$ cat src/rtl/contador_modulo_n.sv
// contador_modulo_n
//
// Parametrised modulo-N up/down counter with clock prescaler, count enable,
// direction control and synchronous clear. It replaces the old fixed 0..10
// free-running counter. Instances cascade by wiring oCarry of the lower
// digit to iEnable of the next one.
//
// Optional feature macro: CONTADOR_CARGA_EN
//   defined   -> iLoad / iValor ports exist; a load sits between clear and tick.
//   undefined -> no load ports; priority is clear > tick > enable > hold.
//
// Parameters
//   WIDTH     counter width in bits
//   MODULO    number of states (count range 0..MODULO-1), 2 <= MODULO <= 2**WIDTH
//   PRESCALE  enabled clocks per count step, >= 1
//   PRE_W     prescaler register width, 2**PRE_W >= PRESCALE
//
// Ports
//   iClk      rising-edge clock
//   iRst_n    asynchronous active-low reset
//   iEnable   advances the prescaler while high
//   iUp       1 = count up, 0 = count down
//   iClear    synchronous clear of count and prescaler
//   iLoad     synchronous load strobe         (CONTADOR_CARGA_EN only)
//   iValor    load value, saturated to MODULO-1 (CONTADOR_CARGA_EN only)
//   oCuenta   registered count
//   oCarry    combinational, high when the next edge wraps the count
//   oFin      registered one-cycle pulse following each wrap

module contador_modulo_n #(
  parameter int unsigned WIDTH    = 4,
  parameter int unsigned MODULO   = 11,
  parameter int unsigned PRESCALE = 1,
  parameter int unsigned PRE_W    = 4
) (
  input  logic             iClk,
  input  logic             iRst_n,
  input  logic             iEnable,
  input  logic             iUp,
  input  logic             iClear,
`ifdef CONTADOR_CARGA_EN
  input  logic             iLoad,
  input  logic [WIDTH-1:0] iValor,
`endif
  output logic [WIDTH-1:0] oCuenta,
  output logic             oCarry,
  output logic             oFin
);

  // Elaboration-time parameter sanity.
  if (MODULO < 2 || MODULO > (1 << WIDTH)) begin : gen_bad_modulo
    $error("contador_modulo_n: MODULO out of range for WIDTH");
  end
  if (PRESCALE < 1 || PRESCALE > (1 << PRE_W)) begin : gen_bad_prescale
    $error("contador_modulo_n: PRESCALE out of range for PRE_W");
  end

  // Count limits, held one bit wider than the count so MODULO = 2**WIDTH
  // still compares correctly.
  localparam logic [WIDTH:0]   CuentaMax = (WIDTH+1)'(MODULO - 1);
  localparam logic [WIDTH:0]   CuentaUno = (WIDTH+1)'(1);
  localparam logic [PRE_W-1:0] PreMax    = PRE_W'(PRESCALE - 1);
  localparam logic [PRE_W-1:0] PreUno    = PRE_W'(1);

  // ---------------------------------------------------------------------------
  // State
  // ---------------------------------------------------------------------------
  logic [WIDTH-1:0] rCuenta_Q, rCuenta_D;
  logic [PRE_W-1:0] rPre_Q, rPre_D;
  logic             rFin_Q, rFin_D;

  // ---------------------------------------------------------------------------
  // Decode of the registered state
  // ---------------------------------------------------------------------------
  logic             tick;
  logic             enMax;
  logic             enMin;
  logic             carry;
  logic [WIDTH:0]   cuentaExt;
  logic [WIDTH:0]   cuentaPaso;
  logic             unusedMsb;
  logic             cargaActiva;

  assign cuentaExt = {1'b0, rCuenta_Q};
  assign enMax     = (cuentaExt == CuentaMax);
  assign enMin     = (cuentaExt == '0);

  // With PRESCALE = 1, PreMax is 0 and rPre_Q never leaves 0, so tick == iEnable.
  assign tick = iEnable && (rPre_Q == PreMax);

`ifdef CONTADOR_CARGA_EN
  logic [WIDTH:0]   valorExt;
  logic [WIDTH-1:0] valorSat;

  assign cargaActiva = iLoad;
  assign valorExt    = {1'b0, iValor};
  // Out-of-range load values clamp to the top state.
  assign valorSat    = (valorExt > CuentaMax) ? CuentaMax[WIDTH-1:0] : iValor;
`else
  assign cargaActiva = 1'b0;
`endif

  // One count step in the selected direction, wrapping at the modulus.
  always_comb begin
    cuentaPaso = cuentaExt;
    if (iUp) begin
      cuentaPaso = enMax ? '0 : (cuentaExt + CuentaUno);
    end else begin
      cuentaPaso = enMin ? CuentaMax : (cuentaExt - CuentaUno);
    end
  end

  // The wrapped result always fits in WIDTH bits; the extra bit is headroom only.
  assign unusedMsb = cuentaPaso[WIDTH];

  // Carry is suppressed by clear or load since neither produces a wrap.
  always_comb begin
    carry = 1'b0;
    if (tick && !iClear && !cargaActiva) begin
      carry = iUp ? enMax : enMin;
    end
  end

  // ---------------------------------------------------------------------------
  // Next-state logic
  // ---------------------------------------------------------------------------
  always_comb begin
    rCuenta_D = rCuenta_Q;
    rPre_D    = rPre_Q;
    rFin_D    = carry;
    if (iClear) begin
      rCuenta_D = '0;
      rPre_D    = '0;
`ifdef CONTADOR_CARGA_EN
    end else if (iLoad) begin
      rCuenta_D = valorSat;
      rPre_D    = '0;
`endif
    end else if (tick) begin
      rCuenta_D = cuentaPaso[WIDTH-1:0];
      rPre_D    = '0;
    end else if (iEnable) begin
      rPre_D = rPre_Q + PreUno;
    end
  end

  // ---------------------------------------------------------------------------
  // State register
  // ---------------------------------------------------------------------------
  always_ff @(posedge iClk or negedge iRst_n) begin
    if (!iRst_n) begin
      rCuenta_Q <= '0;
      rPre_Q    <= '0;
      rFin_Q    <= 1'b0;
    end else begin
      rCuenta_Q <= rCuenta_D;
      rPre_Q    <= rPre_D;
      rFin_Q    <= rFin_D;
    end
  end

  // ---------------------------------------------------------------------------
  // Outputs
  // ---------------------------------------------------------------------------
  always_comb begin
    oCuenta = rCuenta_Q;
    oCarry  = carry;
    oFin    = rFin_Q;
  end

endmodule
$ cat config.mk
export PLATFORM = sky130hd
export DESIGN_NAME = contador_modulo_n
export DESIGN_NICKNAME = d
export VERILOG_FILES = /design/src/rtl/contador_modulo_n.sv
export SDC_FILE = /design/constraint.sdc
export NUM_CORES = 1
export LEC_CHECK = 0
export BUFFER_PORTS_ARGS = -buffer_cell sky130_fd_sc_hd__buf_2
export CAP_MARGIN = 5
export CORE_AREA = 2 2 39 41
export CTS_BUF_LIST = sky130_fd_sc_hd__clkbuf_16
export DETAILED_ROUTE_END_ITERATION = 7
export DIE_AREA = 0 0 41 43
export GPL_ROUTABILITY_DRIVEN = 0
export PLACE_DENSITY = 0.77
export SYNTH_ARGS = -nofsm -noshare
export SYNTH_HDL_FRONTEND = slang
export SYNTH_SLANG_ARGS = --single-unit
$ cat constraint.sdc
create_clock -name iClk -period 1.5 [get_ports iClk]
set_input_delay 0 -clock iClk [delete_from_list [all_inputs] [get_ports iClk]]
set_output_delay 0 -clock iClk [all_outputs]
set_load 0.005 [all_outputs]
==> results.json <==
{
  "status": "complete, but fails checks",
  "violations": "setup timing",
  "synth_top_area_cell": "sky130_fd_sc_hd__dfrtp_1",
  "vdd.ir_drop.worst_mv": 0.614,
  "drt-vias-per-instance": 5.22,
  "timing.critical_path.fanout_max": 4,
  "area.growth.synth_to_final_pct": 38.2,
  "fp.coreArea_um2": 1380,
  "synth.ff_latch_count": 9,
  "timing_worst_slew_pin_value_ns": 0.317,
  "worst_path_dominant_cell_family": "flip-flops",
  "syn_nets": 76,
  "critical_path_class": "flop to primary output",
  "pwr_density_cell_nw_per_um2": 1150,
  "synthesis.area_per_instance_um2": 9.32,
  "min_period_over_period": 1.00,
  "critPathBufInv": 2,
  "synthTopCellsByCount": "sky130_fd_sc_hd__dfrtp_1, sky130_fd_sc_hd__nand2_1, sky130_fd_sc_hd__ha_1",
  "fmax_ghz": 0.666,
  "final-hold-violation-count": 0,
  "layout_nets": 97,
  "grt_start_max_net_pins": 11,
  "cpMostUsedCell": "sky130_fd_sc_hd__nor2b_4",
  "multi_input_comb_area_um2": 388,
  "vias_in_the_first_global_route": 487,
  "netlist_area_before_placement_um2": 606,
  "hold_ws_ns": 0.00847,
  "initial_utilization": 0.438,
  "via_count_of_the_routed_design": 527,
  "kind_of_end_point_of_the_critical_path": "primary output",
  "fin_total_pwr_mw": 0.963,
  "post-dp-hpwl_um": 911,
  "drt-wirelength-per-cell_um": 12.5,
  "clk_transition_reported_paths_ns": 0.04,
  "ys.warnings.count": 0,
  "first_pass_iteration_count_of_the_detailed_router": 3,
  "finalSetupViolCount": 1,
  "register_area_um2": 226,
  "final_layout_size_suffix_gt1_frac": 0.365,
  "top_level_ports": 11,
  "final_core_utilization": 0.605,
  "unrepaired_setup_endpoints_after_global_routing": "yes",
  "finClkSkew_ns": 0.00135,
  "worst_path_largest_cell_delay_ns": 0.42,
  "critPathSlowestCell": "sky130_fd_sc_hd__dfrtp_2",
  "grt.total_usage": 0.172,
  "max_slew_margin_vs_limit": 0.788,
  "chipHeight_um": 43,
  "clock_tree.root_cell": "sky130_fd_sc_hd__clkbuf_16",
  "grt_pass1_wl_um": 2030,
  "drt_iter0_drc": 3,
  "grt_antenna_before_repair": 0,
  "die_width_um": 41,
  "dp_slack_ns": 0.0180,
  "synth_top_cell_area_share": 0.372,
  "fraction_of_registers_with_async_set_reset": 1.00,
  "synthesized_netlist_cell_count": 65,
  "finalWirelength_um": 1260,
  "critPathLaunchType": "flop",
  "worst_skew_late_latency_ns": 0.23,
  "fillers": 120,
  "total_die_area_um2": 1760,
  "final-max-slew-violation-count": 0,
  "most_numerous_cell_in_the_yosys_netlist": "sky130_fd_sc_hd__dfrtp_1",
  "reported_leakage_power_nw": 0.402,
  "crit_chain": "inv_2, ha_4, nor2b_4, nand2b_1, a21oi_2, nor2b_4, buf_2",
  "num_rows": 14,
  "synth-edff-count": 0,
  "timing.final.ws_setup_ns": -0.000897,
  "synth_flop_cell": "sky130_fd_sc_hd__dfrtp_1",
  "clock-sinks": 9,
  "type_of_the_most_critical_hold_path": "primary input to flop",
  "cts_tree": "done",
  "worstPathArrival_ns": 1.50,
  "period_minus_slack_ns": 1.50,
  "clock_tree.htree_level_count": 1,
  "overflow": 0,
  "cp.required_ns": 1.50,
  "synth.distinct_cells": 28,
  "drc": 0,
  "synthTopCellsByArea": "sky130_fd_sc_hd__dfrtp_1, sky130_fd_sc_hd__ha_1, sky130_fd_sc_hd__nand2_1",
  "diodes": 0,
  "cts_inserted_buffers": 3,
  "port-buffer-count": 10,
  "ctsLongestPathBuffers": 2,
  "drtAntennaViolNets": 0,
  "drv_cap": 0,
  "synth_sequential_area_ratio": 0.372
}
==> layout make-up <==
class,instances,share of cell area
flip-flops and latches,9,0.271
clock buffers,3,0.0897
multi-input cells,50,0.463
clock inverters,1,0.00448
inverters,5,0.0224
well taps,16,0.0239
repair buffers,17,0.126
==> timing repair <==
item | 4_1_cts | 5_1_grt
hold buffers | 1 | 0
endpoints found under the hold margin | 9 | 0
setup endpoints to repair | 1 | 1
resized for setup | 9 | 2
setup buffers | 4 | 0
pin swaps | 1 | 1
==> where the power goes <==
part | internal [mW] | total [mW] | switching, mW
sequential | 0.261 | 0.282 | 0.0213
clock | 0.348 | 0.465 | 0.116
combinational | 0.112 | 0.216 | 0.104
total | 0.721 | 0.963 | 0.241
==> state kept, by name, summed over array words and instances (netlist names) <==
signal,cells
oCuenta,4
oFin,1
rPre_Q,4
==> worst reg2reg max path, cell delays in order (launching register included) <==
cell	delay (ns)
sky130_fd_sc_hd__dfrtp_2	0.42
sky130_fd_sc_hd__buf_4	0.14
sky130_fd_sc_hd__buf_4	0.13
sky130_fd_sc_hd__o21bai_1	0.11
sky130_fd_sc_hd__a21oi_1	0.08
sky130_fd_sc_hd__o21ba_1	0.19
sky130_fd_sc_hd__o31ai_2	0.21
==> routing by layer <==
layer | part of all wire | up-vias | GRT usage
met4 | 0.011 | 0 | 0.0800
met3 | 0.029 | 2 | 0.0157
met2 | 0.54 | 10 | 0.303
met1 | 0.41 | 251 | 0.191
li1 | - | 264 | -
met5 | 0 | - | 0
==> kinds of logic (layout without fill, tap and decap cells) <==
family,after synthesis,after routing,share of synthesized area
xor gates and xnor gates,3,3,0.0434
AOI/OAI and AO/OA,17,17,0.192
and+or+nand+nor,22,22,0.192
adders and majority gates,6,6,0.124
muxes,2,2,0.0331
buffers and inverters,6,26,0.0434
DFF,9,9,0.372
==> cells in the final DEF, fill, tap and decap left out, types with 2 or more instances in the layout <==
cell type	count
sky130_fd_sc_hd__nor2b_4	2
sky130_fd_sc_hd__buf_4	6
sky130_fd_sc_hd__nand2_1	7
sky130_fd_sc_hd__o21ai_1	3
sky130_fd_sc_hd__a21oi_1	4
sky130_fd_sc_hd__xnor2_1	2
sky130_fd_sc_hd__o21ai_0	2
sky130_fd_sc_hd__inv_1	4
sky130_fd_sc_hd__clkbuf_16	3
sky130_fd_sc_hd__mux2i_1	2
sky130_fd_sc_hd__nand2b_1	2
sky130_fd_sc_hd__ha_1	4
sky130_fd_sc_hd__nor2_1	4
sky130_fd_sc_hd__inv_2	2
sky130_fd_sc_hd__buf_2	10
sky130_fd_sc_hd__dfrtp_1	8
==> worst paths after layout <==
path / end / cells after the start / slack (ns) / start
min in group asynchronous: rPre_Q[3] / 2 / 0.15 / iRst_n
max in group asynchronous: oCuenta[1] / 2 / 1.15 / iRst_n
worst min-delay path: rPre_Q[1] / 2 / 0.008 / iClear
worst min register to register: rPre_Q[0] / 1 / 0.53 / rPre_Q[0]
worst max-delay path: oCarry / 7 / -0.0009 / oCuenta[1]
worst max register to register: oCuenta[3] / 6 / 0.12 / oCuenta[1]
==> per-stage QoR <==
step	cell area (µm²)	cells	setup TNS (ns)
3_5_place_dp	683	92	0
4_1_cts	832	101	0
6_report	837	101	-0.000897
3_3_place_gp	683	92	0
5_1_grt	837	101	-0.0851
2_1_floorplan	606	65	0
No activity file was read; power rests on OpenSTA's default activity.
